File: config.mk
export PLATFORM = sky130hd
export DESIGN_NAME = beamscaler_seq_flat
export DESIGN_NICKNAME = d
export VERILOG_FILES = /design/src/rtl/beamscaler_pkg.sv /design/src/rtl/beamscaler_seq_if.sv /design/src/rtl/beamscaler_seq.sv /design/src/flat_wrapper.sv
export SDC_FILE = /design/constraint.sdc
export NUM_CORES = 1
export LEC_CHECK = 0
export ABC_AREA = 1
export CORE_UTILIZATION = 40
export DETAILED_ROUTE_END_ITERATION = 10
export DONT_BUFFER_PORTS = 1
export SLEW_MARGIN = 20
export SYNTH_ARGS = -nofsm -noshare
export SYNTH_HDL_FRONTEND = slang
export SYNTH_SLANG_ARGS = --single-unit
File: constraint.sdc
create_clock -name wb_clk_i -period 3.1 [get_ports wb_clk_i]
set_clock_uncertainty 0.15 [all_clocks]
set_input_delay 0.31 -clock wb_clk_i [delete_from_list [all_inputs] [get_ports wb_clk_i]]
set_output_delay 0.31 -clock wb_clk_i [all_outputs]
set_load 0.01 [all_outputs]
File: src/rtl/beamscaler_pkg.sv
// Shared constants, FSM state type and saturation-count helpers for the beam scaler sequencer.
package beamscaler_pkg;

   localparam logic [2:0]  ST_COUNT         = 3'b010;
   localparam logic [2:0]  ST_COMPUTE       = 3'b111;
   localparam logic [2:0]  ST_SHIFT         = 3'b001;
   localparam int          SCALER_LANE_BITS = 12;
   localparam logic [11:0] SCALER_SAT       = 12'hFFF;

   // B* states mirror the A-bank readout with banks swapped.
   typedef enum logic [3:0] {
      S_RST_CLR, S_INIT,
      S_IDLE_A, S_PREP_B, S_COMP_A0, S_COMP_A1, S_DSHIFT_A, S_PSHIFT_A, S_PREP_A,
      S_IDLE_B, S_BPREP_A, S_COMP_B0, S_COMP_B1, S_DSHIFT_B, S_PSHIFT_B, S_BPREP_B
   } fsm_state_e;

   typedef struct packed {
      logic [2:0] state;
      logic [1:0] state_ce;
      logic [1:0] dsp_ce;
      logic       rstp;
   } dsp_ctrl_t;

   function automatic logic [2:0] sat_lanes(input logic [47:0] word);
      logic [2:0] n;
      n = 3'd0;
      for (int k = 0; k < 4; k++) begin
         if (word[k*SCALER_LANE_BITS +: SCALER_LANE_BITS] == SCALER_SAT) begin
            n = n + 3'd1;
         end else begin
            n = n;
         end
      end
      return n;
   endfunction

   function automatic logic [7:0] sat_add8(input logic [7:0] acc, input logic [2:0] inc);
      logic [8:0] sum;
      sum = {1'b0, acc} + {6'd0, inc};
      return sum[8] ? 8'hFF : sum[7:0];
   endfunction

endpackage

File: src/rtl/beamscaler_seq_if.sv
// Sequencer bus: period tick and chain tail in, DSP controls and scaler RAM write port out.
// Carries sat_cnt_o only when BEAMSCALER_SATCOUNT_EN is defined.
interface beamscaler_seq_if #(
   parameter int ADDR_BITS = 5
);
   logic                 wb_clk_ce_i;
   logic [95:0]          tail_i;
   logic [2:0]           state_o;
   logic [1:0]           state_ce_o;
   logic [1:0]           dsp_ce_o;
   logic                 rstp_o;
   logic                 wr_en_o;
   logic [ADDR_BITS-1:0] wr_addr_o;
   logic [47:0]          wr_data_o;
   logic                 done_o;
   logic                 done_buf_o;
   logic                 overrun_o;
`ifdef BEAMSCALER_SATCOUNT_EN
   logic [7:0]           sat_cnt_o;

   modport master (
      input  wb_clk_ce_i, tail_i,
      output state_o, state_ce_o, dsp_ce_o, rstp_o, wr_en_o, wr_addr_o, wr_data_o,
             done_o, done_buf_o, overrun_o, sat_cnt_o
   );
   modport slave (
      output wb_clk_ce_i, tail_i,
      input  state_o, state_ce_o, dsp_ce_o, rstp_o, wr_en_o, wr_addr_o, wr_data_o,
             done_o, done_buf_o, overrun_o, sat_cnt_o
   );
`else
   modport master (
      input  wb_clk_ce_i, tail_i,
      output state_o, state_ce_o, dsp_ce_o, rstp_o, wr_en_o, wr_addr_o, wr_data_o,
             done_o, done_buf_o, overrun_o
   );
   modport slave (
      output wb_clk_ce_i, tail_i,
      input  state_o, state_ce_o, dsp_ce_o, rstp_o, wr_en_o, wr_addr_o, wr_data_o,
             done_o, done_buf_o, overrun_o
   );
`endif
endinterface

File: src/rtl/beamscaler_seq.sv
// Period-driven sequencer for the dual-bank beam scaler DSP chain with ping-pong capture.
// Optional BEAMSCALER_SATCOUNT_EN adds a per-period saturated-lane counter (sat_cnt_o).
module beamscaler_seq
   import beamscaler_pkg::*;
#(
   parameter int NUM_SCALERS = 12,
   parameter int ADDR_BITS   = $clog2(NUM_SCALERS) + 1
) (
   input  logic                  wb_clk_i,
   input  logic                  wb_rst_i,
   beamscaler_seq_if.master      bus
);

   localparam int IDX_BITS = ADDR_BITS - 1;
   localparam dsp_ctrl_t CTRL_RST = '{state: ST_COUNT, state_ce: 2'b00, dsp_ce: 2'b00, rstp: 1'b1};

   fsm_state_e           state_r, state_next_s;
   dsp_ctrl_t            ctrl_s, ctrl_r;
   logic [IDX_BITS-1:0]  idx_r;
   logic                 buf_r;
   logic                 wr_en_r, done_r, done_buf_r, overrun_r;
   logic [ADDR_BITS-1:0] wr_addr_r;
   logic [47:0]          wr_data_r;
   logic                 idle_s, capture_s, exit_s;
   logic [47:0]          tail_word_s;

   assign idle_s      = (state_r == S_IDLE_A) || (state_r == S_IDLE_B);
   assign capture_s   = (state_r == S_DSHIFT_A) || (state_r == S_DSHIFT_B);
   assign exit_s      = (state_r == S_PREP_A) || (state_r == S_BPREP_B);
   assign tail_word_s = (state_r == S_DSHIFT_B) ? bus.tail_i[95:48] : bus.tail_i[47:0];

   // Next-state logic; ticks outside the idle states are ignored here.
   always_comb begin
      state_next_s = state_r;
      case (state_r)
         S_RST_CLR:  state_next_s = S_INIT;
         S_INIT:     state_next_s = S_IDLE_A;
         S_IDLE_A:   state_next_s = bus.wb_clk_ce_i ? S_PREP_B : S_IDLE_A;
         S_PREP_B:   state_next_s = S_COMP_A0;
         S_COMP_A0:  state_next_s = S_COMP_A1;
         S_COMP_A1:  state_next_s = S_DSHIFT_A;
         S_DSHIFT_A: state_next_s = (idx_r == '0) ? S_PREP_A : S_PSHIFT_A;
         S_PSHIFT_A: state_next_s = S_DSHIFT_A;
         S_PREP_A:   state_next_s = S_IDLE_B;
         S_IDLE_B:   state_next_s = bus.wb_clk_ce_i ? S_BPREP_A : S_IDLE_B;
         S_BPREP_A:  state_next_s = S_COMP_B0;
         S_COMP_B0:  state_next_s = S_COMP_B1;
         S_COMP_B1:  state_next_s = S_DSHIFT_B;
         S_DSHIFT_B: state_next_s = (idx_r == '0) ? S_BPREP_B : S_PSHIFT_B;
         S_PSHIFT_B: state_next_s = S_DSHIFT_B;
         S_BPREP_B:  state_next_s = S_IDLE_A;
         default:    state_next_s = S_RST_CLR;
      endcase
   end

   // DSP control table, decoded from the next state so the registered outputs track state_r.
   always_comb begin
      ctrl_s = CTRL_RST;
      case (state_next_s)
         S_RST_CLR:  ctrl_s = CTRL_RST;
         S_INIT:     ctrl_s = '{ST_COUNT,   2'b11, 2'b00, 1'b0};
         S_IDLE_A:   ctrl_s = '{ST_COUNT,   2'b00, 2'b01, 1'b0};
         S_PREP_B:   ctrl_s = '{ST_COUNT,   2'b10, 2'b01, 1'b0};
         S_COMP_A0:  ctrl_s = '{ST_COMPUTE, 2'b01, 2'b10, 1'b0};
         S_COMP_A1:  ctrl_s = '{ST_COMPUTE, 2'b00, 2'b11, 1'b0};
         S_DSHIFT_A: ctrl_s = '{ST_SHIFT,   2'b01, 2'b10, 1'b0};
         S_PSHIFT_A: ctrl_s = '{ST_SHIFT,   2'b00, 2'b11, 1'b0};
         S_PREP_A:   ctrl_s = '{ST_COUNT,   2'b01, 2'b10, 1'b0};
         S_IDLE_B:   ctrl_s = '{ST_COUNT,   2'b00, 2'b10, 1'b0};
         S_BPREP_A:  ctrl_s = '{ST_COUNT,   2'b01, 2'b10, 1'b0};
         S_COMP_B0:  ctrl_s = '{ST_COMPUTE, 2'b10, 2'b01, 1'b0};
         S_COMP_B1:  ctrl_s = '{ST_COMPUTE, 2'b00, 2'b11, 1'b0};
         S_DSHIFT_B: ctrl_s = '{ST_SHIFT,   2'b10, 2'b01, 1'b0};
         S_PSHIFT_B: ctrl_s = '{ST_SHIFT,   2'b00, 2'b11, 1'b0};
         S_BPREP_B:  ctrl_s = '{ST_COUNT,   2'b10, 2'b01, 1'b0};
         default:    ctrl_s = CTRL_RST;
      endcase
   end

   // State register, capture/write port, buffer toggle and completion flags.
   always_ff @(posedge wb_clk_i) begin
      if (wb_rst_i) begin
         state_r    <= S_RST_CLR;
         ctrl_r     <= CTRL_RST;
         idx_r      <= '0;
         buf_r      <= 1'b0;
         wr_en_r    <= 1'b0;
         wr_addr_r  <= '0;
         wr_data_r  <= 48'd0;
         done_r     <= 1'b0;
         done_buf_r <= 1'b0;
         overrun_r  <= 1'b0;
      end else begin
         state_r <= state_next_s;
         ctrl_r  <= ctrl_s;
         wr_en_r <= capture_s;
         done_r  <= exit_s;
         if (capture_s) begin
            wr_addr_r <= {buf_r, idx_r};
            wr_data_r <= tail_word_s;
            idx_r     <= idx_r - {{(IDX_BITS-1){1'b0}}, 1'b1};
         end else if (idle_s) begin
            idx_r <= IDX_BITS'(NUM_SCALERS - 1);
         end
         if (exit_s) begin
            done_buf_r <= buf_r;
            buf_r      <= ~buf_r;
         end
         if (bus.wb_clk_ce_i && !idle_s) begin
            overrun_r <= 1'b1;
         end
      end
   end

`ifdef BEAMSCALER_SATCOUNT_EN
   logic [7:0] sat_acc_r, sat_cnt_r;

   // Saturated lanes accumulate over a readout and publish together with done_o.
   always_ff @(posedge wb_clk_i) begin
      if (wb_rst_i) begin
         sat_acc_r <= 8'd0;
         sat_cnt_r <= 8'd0;
      end else begin
         if (idle_s) begin
            sat_acc_r <= 8'd0;
         end else if (capture_s) begin
            sat_acc_r <= sat_add8(sat_acc_r, sat_lanes(tail_word_s));
         end
         if (exit_s) begin
            sat_cnt_r <= sat_acc_r;
         end
      end
   end

   assign bus.sat_cnt_o = sat_cnt_r;
`endif

   assign bus.state_o    = ctrl_r.state;
   assign bus.state_ce_o = ctrl_r.state_ce;
   assign bus.dsp_ce_o   = ctrl_r.dsp_ce;
   assign bus.rstp_o     = ctrl_r.rstp;
   assign bus.wr_en_o    = wr_en_r;
   assign bus.wr_addr_o  = wr_addr_r;
   assign bus.wr_data_o  = wr_data_r;
   assign bus.done_o     = done_r;
   assign bus.done_buf_o = done_buf_r;
   assign bus.overrun_o  = overrun_r;

endmodule

File: src/flat_wrapper.sv
// flat-port wrapper written by rule: the top's interface ports become plain ports
module beamscaler_seq_flat import beamscaler_pkg::*;
#(
   parameter int NUM_SCALERS = 12,
   parameter int ADDR_BITS   = $clog2(NUM_SCALERS) + 1
)
  (wb_clk_i, wb_rst_i, bus_wb_clk_ce_i, bus_tail_i, bus_state_o, bus_state_ce_o, bus_dsp_ce_o, bus_rstp_o, bus_wr_en_o, bus_wr_addr_o, bus_wr_data_o, bus_done_o, bus_done_buf_o, bus_overrun_o);
  beamscaler_seq_if #(.ADDR_BITS(ADDR_BITS)) bus_i ();
  input  logic wb_clk_i;
  input  logic wb_rst_i;
  input wire logic [$bits(bus_i.wb_clk_ce_i)-1:0] bus_wb_clk_ce_i;
  input wire logic [$bits(bus_i.tail_i)-1:0] bus_tail_i;
  output wire logic [$bits(bus_i.state_o)-1:0] bus_state_o;
  output wire logic [$bits(bus_i.state_ce_o)-1:0] bus_state_ce_o;
  output wire logic [$bits(bus_i.dsp_ce_o)-1:0] bus_dsp_ce_o;
  output wire logic [$bits(bus_i.rstp_o)-1:0] bus_rstp_o;
  output wire logic [$bits(bus_i.wr_en_o)-1:0] bus_wr_en_o;
  output wire logic [$bits(bus_i.wr_addr_o)-1:0] bus_wr_addr_o;
  output wire logic [$bits(bus_i.wr_data_o)-1:0] bus_wr_data_o;
  output wire logic [$bits(bus_i.done_o)-1:0] bus_done_o;
  output wire logic [$bits(bus_i.done_buf_o)-1:0] bus_done_buf_o;
  output wire logic [$bits(bus_i.overrun_o)-1:0] bus_overrun_o;
  assign bus_i.wb_clk_ce_i = bus_wb_clk_ce_i;
  assign bus_i.tail_i = bus_tail_i;
  assign bus_state_o = bus_i.state_o;
  assign bus_state_ce_o = bus_i.state_ce_o;
  assign bus_dsp_ce_o = bus_i.dsp_ce_o;
  assign bus_rstp_o = bus_i.rstp_o;
  assign bus_wr_en_o = bus_i.wr_en_o;
  assign bus_wr_addr_o = bus_i.wr_addr_o;
  assign bus_wr_data_o = bus_i.wr_data_o;
  assign bus_done_o = bus_i.done_o;
  assign bus_done_buf_o = bus_i.done_buf_o;
  assign bus_overrun_o = bus_i.overrun_o;
  beamscaler_seq #(.NUM_SCALERS(NUM_SCALERS), .ADDR_BITS(ADDR_BITS)) u_core (.wb_clk_i(wb_clk_i), .wb_rst_i(wb_rst_i), .bus(bus_i));
endmodule
==> impl_metrics.csv, run 1 <==
group,metric,value,unit
outcome,run_status,"finished, final reports clean",
finish,areaGrowthSynthToFinish,31.8,%
clock_network,max-clock-path-buffers,2,
global_routing,grt_antenna_before_repair,0,
worst_setup_path,timing.reg2reg.worst_path_depth,9,
synth,syn-num-nets,541,
sta,final-max-slew-violation-count,0,
finish,core_occupancy_in_the_finished_layout,0.551,
finish,final_net_count,610,
power,total_leakage_power,0.00181,uW
worst_setup_path,timing.critical_path.required,3.19,ns
route,num_vias,3265,
route,postRouteAntennaNets,0,
finish,n_antenna_cell,0,
global_routing,grt_max_degree,63,
synth,synth_cell_type_count,27,
power,power-per-cell-area,673,mW/mm^2
worst_setup_path,startpoint_type,"flop",
flow_run,max-cap-violations,0,
hold_path,hold_path.class,"primary input to flop",
sta,finalCriticalPeriod,2.67,ns
clock_network,clk_latency,0.34,ns
floorplan,floorplan.die_area,0.00857,sq mm
sta,slew_headroom,0.565,
worst_setup_path,setup.reg_to_reg.worst_slack,0.43,ns
global_routing,grt_util_all_layers,0.215,
floorplan,site_rows,32,
floorplan,floorplan.initialDensity,0.418,
floorplan,fp.dieW,92.6,um
sta,timing_worst_slew_pin_value,0.650,ns
synth,yosysSeqAreaShare,0.452,
placement,portBuffers,0,
sta,finalSetupViolations,0,
clock_network,clock_sink_count,74,
global_routing,via_count_of_the_first_global_routing_pass,3153,
sta,layout_worst_path_cycle_share,0.862,
finish,design_area,0.00432,sq mm
finish,n_fill_cell,750,
route,detail_route.wl_per_cell,15.1,um
sta,hold_violations,0,
placement,gp_congestion,0.860,
floorplan,top_level_pins,164,
synth,synthesis.yosys.warnings,0,
hold_path,sink_of_the_worst_hold_path,"u_core.bus.wr_data_o[45]$_SDFFE_PP0N_",
synth,postSynthCellCount,436,
route,finalWirelength,9250,um
route,detailedRoute.firstIterationViolations,194,
synth,avgSynthCellArea,7.52,sq um
placement,placedInstanceArea,0.00331,sq mm
route,drt-pass1-iter-count,5,
sta,setup_total_negative_slack,0,ns
worst_setup_path,crit_path_max_fanout,62,
clock_network,clk_pin_slew_worst_paths,0.08,ns
power,peakVddDrop,256,uV
finish,drive_above_1_share,0.0765,
placement,hpwl,5510,um
floorplan,design.core.area,0.00785,sq mm
sta,hold_slack,0.0115,ns
clock_network,htreeDepth,3,
synth,synth_seq_cells,74,
clock_network,cts_tree,"built",
route,viasPerCell,5.33,
hold_path,timing.hold.worst.start,"bus_tail_i[93]",
route,drc_errors,0,
worst_setup_path,r2r_end,"u_core.bus.wr_data_o[21]$_SDFFE_PP0N_",
synth,synth.cell_area,0.00328,sq mm
worst_setup_path,endpoint_arrival_time_on_the_critical_path,2.76,ns
clock_network,cts-buffers-inserted,9,
worst_setup_path,worstSetupPathType,"flop to flop",
sta,unrepaired_setup_endpoints_after_global_routing,"no",
global_routing,global_route_wire_length_before_repair,14500,um
floorplan,floorplan.die.height,92.6,um
worst_setup_path,crit-reg2reg-launch,"u_core.state_r[1]$_SDFF_PP0_",
sta,max_freq,374,MHz
worst_setup_path,worst_setup_path_startpoint,"u_core.state_r[1]$_SDFF_PP0_",
clock_network,cts_root_buffer,"sky130_fd_sc_hd__clkbuf_8",
hold_path,timing.hold.worst_path_depth,2,
worst_setup_path,end_kind,"flop",
global_routing,globalRouteOverflowTotal,0,
==> area by class of cell <==
cell class | instances | area (sq um) | area share
clock inverters | 7 | 78.8 | 0.0182
inverters | 30 | 116 | 0.0269
clock buffers | 9 | 124 | 0.0287
repair inverters | 1 | 7.51 | 0.00174
well taps | 102 | 128 | 0.0295
flip-flops and latches | 74 | 1480 | 0.343
repair buffers | 84 | 848 | 0.196
multi-input cells | 305 | 1540 | 0.356
==> worst max-delay path, stage by stage, from the launching register on <==
cell	delay, ns
sky130_fd_sc_hd__dfxtp_1	0.46
sky130_fd_sc_hd__inv_2	0.09
sky130_fd_sc_hd__nand2_2	0.11
sky130_fd_sc_hd__nor2_4	0.07
sky130_fd_sc_hd__nor2_4	0.30
sky130_fd_sc_hd__inv_2	0.21
sky130_fd_sc_hd__buf_12	0.24
sky130_fd_sc_hd__o21ai_0	0.23
sky130_fd_sc_hd__a31oi_1	0.09
sky130_fd_sc_hd__dlygate4sd3_1	0.57
==> flip-flops by register name, summed over array words and instances, names as in the netlist <==
| signal | cells |
|---|---|
| u_core.bus.wr_data_o | 48 |
| u_core.bus.wr_addr_o | 5 |
| u_core.idx_r | 4 |
| u_core.state_r | 4 |
| u_core.bus.state_o | 3 |
| u_core.bus.dsp_ce_o | 2 |
| u_core.bus.state_ce_o | 2 |
| u_core.buf_r | 1 |
| u_core.bus.done_buf_o | 1 |
| u_core.bus.done_o | 1 |
| u_core.bus.overrun_o | 1 |
| u_core.bus.rstp_o | 1 |
| u_core.bus.wr_en_o | 1 |
==> report_power, final <==
group,switching (uW),internal (uW),leakage [uW]
sequential,171,1100,0.000600
combinational,516,353,0.00112
clock,389,377,0.0000921
==> logic make-up (layout without fill, tap and decap cells) <==
| logic type | after synthesis | in the layout | share of synthesized area |
|---|---|---|---|
| buffers and inverters | 58 | 131 | 0.0812 |
| AND/OR/NAND/NOR | 158 | 159 | 0.199 |
| multiplexers | 9 | 9 | 0.0275 |
| adder cells (fa/ha/maj) | 6 | 6 | 0.0229 |
| AO/OA/AOI/OAI | 131 | 131 | 0.217 |
| flip-flops | 74 | 74 | 0.452 |
==> stage by stage <==
stage | power (uW) | worst slack [ns] | std cells
finish | 2910 | 0.429 | 612
global placement | 2030 | 0.710 | 514
CTS | 2930 | 0.0785 | 607
floorplan | 1900 | 1.14 | 436
global route | 3140 | 0.246 | 612
detailed placement | 2050 | 0.636 | 514
==> cell usage in the layout, fill, tap and decap left out <==
master,Yosys,layout
sky130_fd_sc_hd__nand3_2,1,1
sky130_fd_sc_hd__o21ai_0,67,67
sky130_fd_sc_hd__nand3_1,19,19
sky130_fd_sc_hd__clkinvlp_4,0,5
sky130_fd_sc_hd__a21oi_1,27,27
sky130_fd_sc_hd__a211oi_2,1,1
sky130_fd_sc_hd__nor2_2,1,2
sky130_fd_sc_hd__buf_12,0,2
sky130_fd_sc_hd__inv_6,0,1
sky130_fd_sc_hd__a31oi_1,29,29
sky130_fd_sc_hd__clkinv_1,1,1
sky130_fd_sc_hd__o21ai_2,1,1
sky130_fd_sc_hd__inv_2,4,4
sky130_fd_sc_hd__clkinv_4,0,2
sky130_fd_sc_hd__nor2_4,2,2
sky130_fd_sc_hd__o211ai_1,2,2
sky130_fd_sc_hd__nand2_1,105,105
sky130_fd_sc_hd__inv_1,25,24
sky130_fd_sc_hd__o31ai_1,2,2
sky130_fd_sc_hd__dlygate4sd3_1,0,77
sky130_fd_sc_hd__o21ai_1,2,2
sky130_fd_sc_hd__bufinv_16,0,1
sky130_fd_sc_hd__dfxtp_1,74,74
sky130_fd_sc_hd__nor3_1,1,1
sky130_fd_sc_hd__nor2_1,24,24
sky130_fd_sc_hd__buf_4,6,5
sky130_fd_sc_hd__nand4_1,2,2
sky130_fd_sc_hd__ha_1,6,6
sky130_fd_sc_hd__clkbuf_8,0,9
sky130_fd_sc_hd__mux2i_1,9,9
sky130_fd_sc_hd__nand2_2,3,3
==> worst max-delay path by stage <==
stage,to,slack [ns]
after floorplan,u_core.bus.state_ce_o[1]$_SDFF_PP0_,1.14
after global placement,u_core.bus.wr_data_o[37]$_SDFFE_PP0N_,0.71
after detailed placement,u_core.bus.wr_data_o[41]$_SDFFE_PP0N_,0.64
after CTS,u_core.bus.wr_data_o[31]$_SDFFE_PP0N_,0.08
after global routing,u_core.bus.wr_data_o[29]$_SDFFE_PP0N_,0.25
final,u_core.bus.wr_data_o[21]$_SDFFE_PP0N_,0.43
==> repair_timing <==
item / 4_1_cts / 5_1_grt
gates resized for setup: 0 / 2
endpoints found under the setup margin: 0 / 39
hold buffers: 77 / 0
endpoints found under the hold margin: 59 / 0
setup buffers: 0 / 3
==> synthesized netlist by cell type <==
master | n | area (sq um)
sky130_fd_sc_hd__nand2_1 | 105 | 394
sky130_fd_sc_hd__dfxtp_1 | 74 | 1480
sky130_fd_sc_hd__o21ai_0 | 67 | 335
sky130_fd_sc_hd__a31oi_1 | 29 | 181
sky130_fd_sc_hd__a21oi_1 | 27 | 135
sky130_fd_sc_hd__inv_1 | 25 | 93.8
sky130_fd_sc_hd__nor2_1 | 24 | 90.1
sky130_fd_sc_hd__nand3_1 | 19 | 95.1
sky130_fd_sc_hd__clkbuf_1 | 11 | 41.3
sky130_fd_sc_hd__buf_2 | 9 | 45.0
sky130_fd_sc_hd__mux2i_1 | 9 | 90.1
sky130_fd_sc_hd__buf_4 | 6 | 45.0
sky130_fd_sc_hd__ha_1 | 6 | 75.1
sky130_fd_sc_hd__inv_2 | 4 | 15.0
sky130_fd_sc_hd__nand2_2 | 3 | 18.8
sky130_fd_sc_hd__buf_6 | 2 | 22.5
sky130_fd_sc_hd__nand4_1 | 2 | 12.5
sky130_fd_sc_hd__nor2_4 | 2 | 22.5
sky130_fd_sc_hd__o211ai_1 | 2 | 15.0
sky130_fd_sc_hd__o21ai_1 | 2 | 10.0
sky130_fd_sc_hd__o31ai_1 | 2 | 15.0
sky130_fd_sc_hd__a211oi_2 | 1 | 12.5
sky130_fd_sc_hd__clkinv_1 | 1 | 3.75
sky130_fd_sc_hd__nand3_2 | 1 | 10.0
sky130_fd_sc_hd__nor2_2 | 1 | 6.26
sky130_fd_sc_hd__nor3_1 | 1 | 5.00
sky130_fd_sc_hd__o21ai_2 | 1 | 8.76
==> layer usage <==
layer,GRT usage,routed length [um],vias to the layer above
met1,0.238,3850,1501
met2,0.377,4490,138
li1,-,-,1603
met3,0.0567,646,23
met5,0,0,-
met4,0.113,259,0
No activity file was read; power rests on OpenSTA's default activity.
==> inputs of run 2 (changes only) <==
--- a/config.mk
+++ b/config.mk
@@ -5,11 +5,9 @@
 export SDC_FILE = /design/constraint.sdc
 export NUM_CORES = 1
 export LEC_CHECK = 0
-export ABC_AREA = 1
 export CORE_UTILIZATION = 40
 export DETAILED_ROUTE_END_ITERATION = 10
 export DONT_BUFFER_PORTS = 1
-export SLEW_MARGIN = 20
 export SYNTH_ARGS = -nofsm -noshare
 export SYNTH_HDL_FRONTEND = slang
 export SYNTH_SLANG_ARGS = --single-unit
==> run 2 against run 1 <==
  * Register-to-register slack worse by 0.05 ns
  * Worst hold slack improved by 0.042 ns
  * Routed wire length fell by 22%
==> impl_metrics.csv, run 2 <==
group,metric,value,unit
hold_path,hold_path.class,"primary input to flop",
flow_run,max-cap-violations,0,
floorplan,floorplan.die_area,0.00905,sq mm
finish,most-common-layout-cells,"sky130_fd_sc_hd__dfxtp_1 (74), sky130_fd_sc_hd__nor2_1 (69), sky130_fd_sc_hd__mux2i_1 (56)",
finish,areaGrowthSynthToFinish,7.93,%
synth,post_synth_arst_share,0,
sta,hold_slack,0.0536,ns
synth,yosysSeqAreaShare,0.427,
placement,gp_congestion,0.797,
floorplan,top_level_pins,164,
worst_setup_path,crit_path_max_fanout,9,
global_routing,grt_max_degree,105,
placement,hpwl,4690,um
sta,max_freq,367,MHz
worst_setup_path,worstSetupPathType,"flop to flop",
route,postRouteAntennaNets,0,
synth,yosys.area.top_type,"sky130_fd_sc_hd__dfxtp_1",
floorplan,fp.dieW,95.1,um
finish,n_antenna_cell,0,
route,detailedRoute.firstIterationViolations,157,
synth,synth_cell_type_count,44,
clock_network,clock_sink_count,74,
sta,layout_worst_path_cycle_share,0.879,
global_routing,grt_use_met1,0.188,
sta,final-max-slew-violation-count,0,
clock_network,htreeDepth,3,
power,power-per-cell-area,550,mW/mm^2
global_routing,grt_antenna_before_repair,0,
worst_setup_path,path_delay_family,"compound AO/OA/AOI/OAI gates",
sta,finalCriticalPeriod,2.72,ns
clock_network,post-cts-setup-buffers,0,
synth,synth_edf_count,0,
clock_network,cts_tree,"built",
sta,finalSetupViolations,0,
global_routing,use_met3,0.0439,
sta,setup_total_negative_slack,0,ns
sta,slew_headroom,0.471,
power,total_leakage_power,0.00158,uW
worst_setup_path,endpoint_arrival_time_on_the_critical_path,2.78,ns
sta,unrepaired_setup_endpoints_after_global_routing,"no",
clock_network,clk_latency,0.33,ns
worst_setup_path,critical_path.max_stage_delay,0.51,ns
clock_network,cts_root_buffer,"sky130_fd_sc_hd__clkbuf_8",
synth,yosysMostFrequentCell,"sky130_fd_sc_hd__dfxtp_1",
global_routing,globalRouteOverflowTotal,0,
synth,yosys_most_used_dff,"sky130_fd_sc_hd__dfxtp_1",
global_routing,grt_util_all_layers,0.146,
finish,drive_above_1_share,0.0736,
route,drc_errors,0,
floorplan,site_rows,33,
route,detail_route.wl_per_cell,15.4,um
global_routing,globalRoute.busiestLayer,"met2",
global_routing,grt_util_met2,0.229,
route,viasPerCell,5.58,
route,finalWirelength,7250,um
outcome,run_status,"finished, final reports clean",
synth,synth.cell_area,0.00347,sq mm
synth,synthesis.yosys.warnings,0,
synth,postSynthCellCount,377,
finish,final_common_cell,"sky130_fd_sc_hd__dfxtp_1",
route,drt-pass1-iter-count,4,
worst_setup_path,timing.critical_path.cells,"inv_1, ha_1, nor3b_2, o21ai_0, a22oi_1, inv_1, ha_1, nor2b_1, o21ai_0, a21oi_1, a2111oi_0",
clock_network,ctsResizeCount,0,
finish,final_net_count,467,
finish,largest_register_ff_count,48,
clock_network,max-clock-path-buffers,2,
sta,timing_worst_slew_pin_value,0.794,ns
floorplan,design.core.area,0.00830,sq mm
synth,synthDominantCellAreaShare,0.427,
worst_setup_path,end_kind,"flop",
synth,synth.top_cells.by_count,"sky130_fd_sc_hd__dfxtp_1 (74), sky130_fd_sc_hd__nor2_1 (69), sky130_fd_sc_hd__mux2i_1 (56)",
worst_setup_path,critical_path.n_buffers_inverters,2,
synth,synth_seq_cells,74,
global_routing,global_route_wire_length_before_repair,10300,um
synth,syn-num-nets,482,
power,peakVddDrop,268,uV
floorplan,floorplan.die.height,95.1,um
sta,hold_violations,0,
floorplan,floorplan.initialDensity,0.418,
worst_setup_path,startpoint_type,"flop",
finish,n_fill_cell,803,
worst_setup_path,timing.critical_path.required,3.16,ns
clock_network,clk_pin_slew_worst_paths,0.08,ns
synth,synth_top_cells_by_area,"sky130_fd_sc_hd__dfxtp_1 (43%), sky130_fd_sc_hd__mux2i_1 (16%), sky130_fd_sc_hd__a211oi_1 (11%)",
synth,avgSynthCellArea,9.20,sq um
worst_setup_path,crit_path_top_delay_cell,"sky130_fd_sc_hd__nor3b_2",
clock_network,cts-buffers-inserted,9,
route,num_vias,2633,
placement,portBuffers,0,
global_routing,via_count_of_the_first_global_routing_pass,2166,
[run 2: cell count changes after synthesis, sizes merged, moves of 7 or more]
cell and delta:
a31oi -29, nand2 -100, a211oi +49, nand3 -18, o21ai -60, clkbuf +7, nor2 +42, a21oi -18
mux2i +47, inv -19
[run 2: report_power, final]
part	total (uW)	leakage (uW)	switching [uW]	internal [uW]
logic	234	0.000869	135	99.3
registers	1030	0.000599	43.1	983
clock network	800	0.000107	347	453
[run 2: final cells by class]
type / count / area, sq um / share of cell area
multi-input combinational: 260 / 1800 / 0.480
tap: 105 / 131 / 0.0351
clock inverter: 5 / 78.8 / 0.0210
clock buffer: 11 / 131 / 0.0351
inverter: 10 / 37.5 / 0.0100
sequential: 74 / 1480 / 0.396
timing repair buffer: 7 / 87.6 / 0.0234
[run 2: metal layers]
metal  vias up  share of wire
li1       1339              -
met1      1153           0.44
met2       131           0.45
met3        10          0.090
met4         0          0.014
met5         -              0
[run 2: worst reg2reg max path, delay by kind of cell, from the launching register on]
family | cells | cell delay, ns
adders and majority gates | 2 | 0.43
AOI/OAI and AO/OA | 5 | 0.81
and+or+nand+nor | 2 | 0.69
buffers and inverters | 2 | 0.20
DFF | 1 | 0.34
[run 2: per-stage QoR]
| stage | setup WS (ns) | util | power (uW) | area (sq um) | std cells |
|---|---|---|---|---|---|
| 3_3_place_gp | 0.502 | 0.421 | 1260 | 3500 | 454 |
| 2_1_floorplan | 0.629 | - | 1230 | 3470 | 377 |
| 5_1_grt | 0.159 | 0.451 | 2170 | 3740 | 472 |
| 3_5_place_dp | 0.400 | 0.421 | 1260 | 3500 | 454 |
| 6_report | 0.375 | 0.451 | 2060 | 3740 | 472 |
| 4_1_cts | 0.392 | 0.451 | 2090 | 3740 | 472 |
[run 2: final timing paths]
check / from / end / slack (ns) / cells after the start
min: bus_tail_i[63] / u_core.bus.wr_data_o[15]$_SDFFE_PP0N_ / 0.05 / 2
min reg2reg: u_core.bus.overrun_o$_SDFFE_PP0P_ / u_core.bus.overrun_o$_SDFFE_PP0P_ / 0.35 / 2
max reg2reg: u_core.idx_r[0]$_SDFFE_PP0P_ / u_core.bus.dsp_ce_o[0]$_SDFF_PP0_ / 0.38 / 11
max: u_core.idx_r[0]$_SDFFE_PP0P_ / u_core.bus.dsp_ce_o[0]$_SDFF_PP0_ / 0.38 / 11
[run 2: repair_timing]
item / CTS / global route
hold buffers: 2 / 0
setup endpoints to repair: 0 / 0
hold endpoints to repair: 73 / 0
[run 2: kinds of logic after synthesis]
family	after synthesis	share of synthesized area
buffers and inverters	43	0.0577
and+or+nand+nor	106	0.141
muxes	56	0.162
xor gates and xnor gates	2	0.00505
AOI/OAI and AO/OA	90	0.186
DFF	74	0.427
adders and majority gates	6	0.0216
==> inputs of run 3 (changes only) <==
==> constraint.sdc (replaced) <==
create_clock -name wb_clk_i -period 2.4 [get_ports wb_clk_i]
set_clock_uncertainty 0.15 [all_clocks]
set_input_delay 0.24 -clock wb_clk_i [delete_from_list [all_inputs] [get_ports wb_clk_i]]
set_output_delay 0.24 -clock wb_clk_i [all_outputs]
set_load 0.01 [all_outputs]
==> run 3 against run 2 <==
  * The run now ends with hold timing left
  * Routed wire length rose by 25%
  * Cell area rose by 22%
  * Critical path depth fell by 5
  * Maximum frequency rose by 21%
  * Largest cell class unchanged
  * Largest power group unchanged
  * Highest routed layer unchanged
==> impl_metrics.csv, run 3 (synthesized netlist as in run 2, its figures left out) <==
group,metric,value,unit
clock_network,clock_sink_count,74,
hold_path,timing.hold.worst.start,"bus_tail_i[86]",
outcome,run_status,"complete, but fails checks",
worst_setup_path,critical_path.max_stage_delay,0.48,ns
sta,setup_total_negative_slack,0,ns
finish,multi_input_comb_area,0.00182,sq mm
hold_path,hold_path.class,"primary input to flop",
global_routing,grt_max_degree,74,
floorplan,top_level_pins,164,
power,power_frac_clock,0.374,
finish,register_area,0.00148,sq mm
global_routing,grt_util_all_layers,0.193,
finish,areaGrowthSynthToFinish,31.7,%
worst_setup_path,crit-reg2reg-launch,"u_core.state_r[1]$_SDFF_PP0_",
route,viasPerCell,5.41,
finish,most-common-layout-cells,"sky130_fd_sc_hd__dfxtp_1 (73), sky130_fd_sc_hd__nor2_1 (69), sky130_fd_sc_hd__dlygate4sd3_1 (68)",
placement,portBuffers,0,
sta,final-max-slew-violation-count,0,
route,num_vias,2981,
route,finalWirelength,9030,um
route,detailedRoute.firstIterationViolations,103,
clock_network,clk_latency,0.34,ns
global_routing,globalRoute.busiestLayer,"met2",
placement,gp_congestion,0.791,
global_routing,use_met3,0.0574,
power,total_leakage_power,0.00193,uW
power,power-per-cell-area,623,mW/mm^2
worst_setup_path,worst_setup_path_startpoint,"u_core.state_r[1]$_SDFF_PP0_",
finish,final_common_cell,"sky130_fd_sc_hd__dfxtp_1",
finish,non_filler_cells_in_the_finished_layout,551,
worst_setup_path,r2r_end,"u_core.bus.wr_data_o[40]$_SDFFE_PP0N_",
worst_setup_path,endpoint_arrival_time_on_the_critical_path,2.34,ns
sta,slew_headroom,0.644,
floorplan,design.core.area,0.00830,sq mm
sta,unrepaired_setup_endpoints_after_global_routing,"no",
clock_network,cts_root_buffer,"sky130_fd_sc_hd__clkbuf_8",
route,drt-pass1-iter-count,4,
sta,finalCriticalPeriod,2.25,ns
global_routing,grt_util_met2,0.326,
power,internal-power,2100,uW
outcome,violations_in_the_final_reports,"hold timing",
floorplan,site_rows,33,
worst_setup_path,timing.reg2reg.worst_path_depth,6,
route,detail_route.wl_per_cell,16.4,um
placement,hpwl,5280,um
worst_setup_path,timing.critical_path.cells,"buf_4, nor3b_2, o21a_4, buf_12, nor2_1, a211oi_1",
clock_network,htreeDepth,3,
sta,max_freq,445,MHz
floorplan,fp.dieW,95.1,um
power,switching_share,0.262,
worst_setup_path,crit_path_top_delay_cell,"sky130_fd_sc_hd__dfxtp_1",
clock_network,cts-buffers-inserted,9,
finish,n_fill_cell,740,
finish,largest_register_ff_count,48,
power,power_switching,746,uW
global_routing,grt_antenna_before_repair,0,
sta,timing_worst_slew_pin_value,0.531,ns
flow_run,max-cap-violations,0,
worst_setup_path,crit_path_max_fanout,45,
finish,drive_above_1_share,0.0987,
clock_network,max-clock-path-buffers,2,
power,peakVddDrop,329,uV
power,share_comb_of_total_power,0.162,
worst_setup_path,timing.critical_path.required,2.49,ns
sta,hold_violations,1,
worst_setup_path,crit_end,"u_core.bus.wr_data_o[40]$_SDFFE_PP0N_",
worst_setup_path,setup.reg_to_reg.worst_slack,0.15,ns
sta,finalSetupViolations,0,
power,power.share.sequential,0.465,
floorplan,floorplan.die.height,95.1,um
placement,post-place-cells,465,
clock_network,clk_pin_slew_worst_paths,0.08,ns
global_routing,grt_use_met1,0.226,
floorplan,floorplan.initialDensity,0.418,
global_routing,globalRouteOverflowTotal,0,
global_routing,global_route_wire_length_before_repair,13500,um
finish,n_antenna_cell,0,
worst_setup_path,worstSetupPathType,"flop to flop",
sta,layout_worst_path_cycle_share,0.937,
sta,hold_slack,-0.00898,ns
worst_setup_path,startpoint_type,"flop",
finish,final_net_count,546,
route,postRouteAntennaNets,0,
route,drc_errors,0,
floorplan,floorplan.die_area,0.00905,sq mm
worst_setup_path,end_kind,"flop",
global_routing,via_count_of_the_first_global_routing_pass,2863,
clock_network,cts_tree,"built",
[run 3: cell types whose count changed in the layout (fill, tap and decap cells not counted), sizes merged]
cell,change
dlygate4sd3,+67
buf,+12
clkbuf,-1
clkinv,-1
clkinvlp,+1
inv,+1
[run 3: through the flow]
| stage | power, uW | util | worst slack, ns | instance area [sq um] |
|---|---|---|---|---|
| floorplan | 1590 | - | 0.0163 | 3470 |
| global placement | 1660 | 0.436 | 0.129 | 3620 |
| detailed placement | 1670 | 0.436 | 0.00670 | 3620 |
| CTS | 2850 | 0.544 | 0.0442 | 4520 |
| global route | 2990 | 0.551 | 0.000167 | 4570 |
| finish | 2850 | 0.551 | 0.151 | 4570 |
[run 3: timing repair]
item,in CTS,in global routing
buffers inserted,0,1
resized for setup,1,6
endpoints found under the setup margin,1,6
hold buffers,66,3
pin swaps,0,1
hold endpoints to repair,74,3
[run 3: layout make-up]
class,count,share of cell area
multi-input cells,260,0.397
flip-flops and latches,74,0.324
well taps,105,0.0287
inverters,10,0.00821
clock buffers,10,0.0279
clock inverters,6,0.0197
repair buffers,86,0.194
[run 3: critical path, delay by kind of cell (launching register included)]
family	cells	cell delay, ns
buffers and inverters	2	0.48
and+or+nand+nor	2	0.49
AOI/OAI and AO/OA	2	0.54
DFF	1	0.48
[run 3: how the worst min path moves through the flow]
| stage | to | slack, ns | depth (start not counted) |
|---|---|---|---|
| 3_3_place_gp | u_core.bus.wr_data_o[31]$_SDFFE_PP0N_ | 0.17 | 1 |
| 2_1_floorplan | u_core.bus.overrun_o$_SDFFE_PP0P_ | 0.25 | 2 |
| 3_5_place_dp | u_core.bus.wr_data_o[29]$_SDFFE_PP0N_ | 0.17 | 1 |
| 4_1_cts | u_core.bus.wr_data_o[41]$_SDFFE_PP0N_ | 0.001 | 2 |
| 6_report | u_core.bus.wr_data_o[38]$_SDFFE_PP0N_ | -0.009 | 2 |
| 5_1_grt | u_core.bus.wr_data_o[42]$_SDFFE_PP0N_ | 0.0006 | 2 |
[run 3: layer usage]
layer / wire, um / share of wire / vias up
met1: 3660 / 0.40 / 1366
met5: 0 / 0 / -
met2: 4580 / 0.51 / 122
met4: 133 / 0.015 / 0
met3: 661 / 0.073 / 12
li1: - / - / 1481
[run 3: power groups by stage]
stage,Clock (uW),Sequential [uW],Combinational [uW]
2_1_floorplan,0,1340,251
3_3_place_gp,0,1350,314
3_5_place_dp,0,1350,320
4_1_cts,1100,1320,431
5_1_grt,1160,1330,506
6_report,1060,1320,460
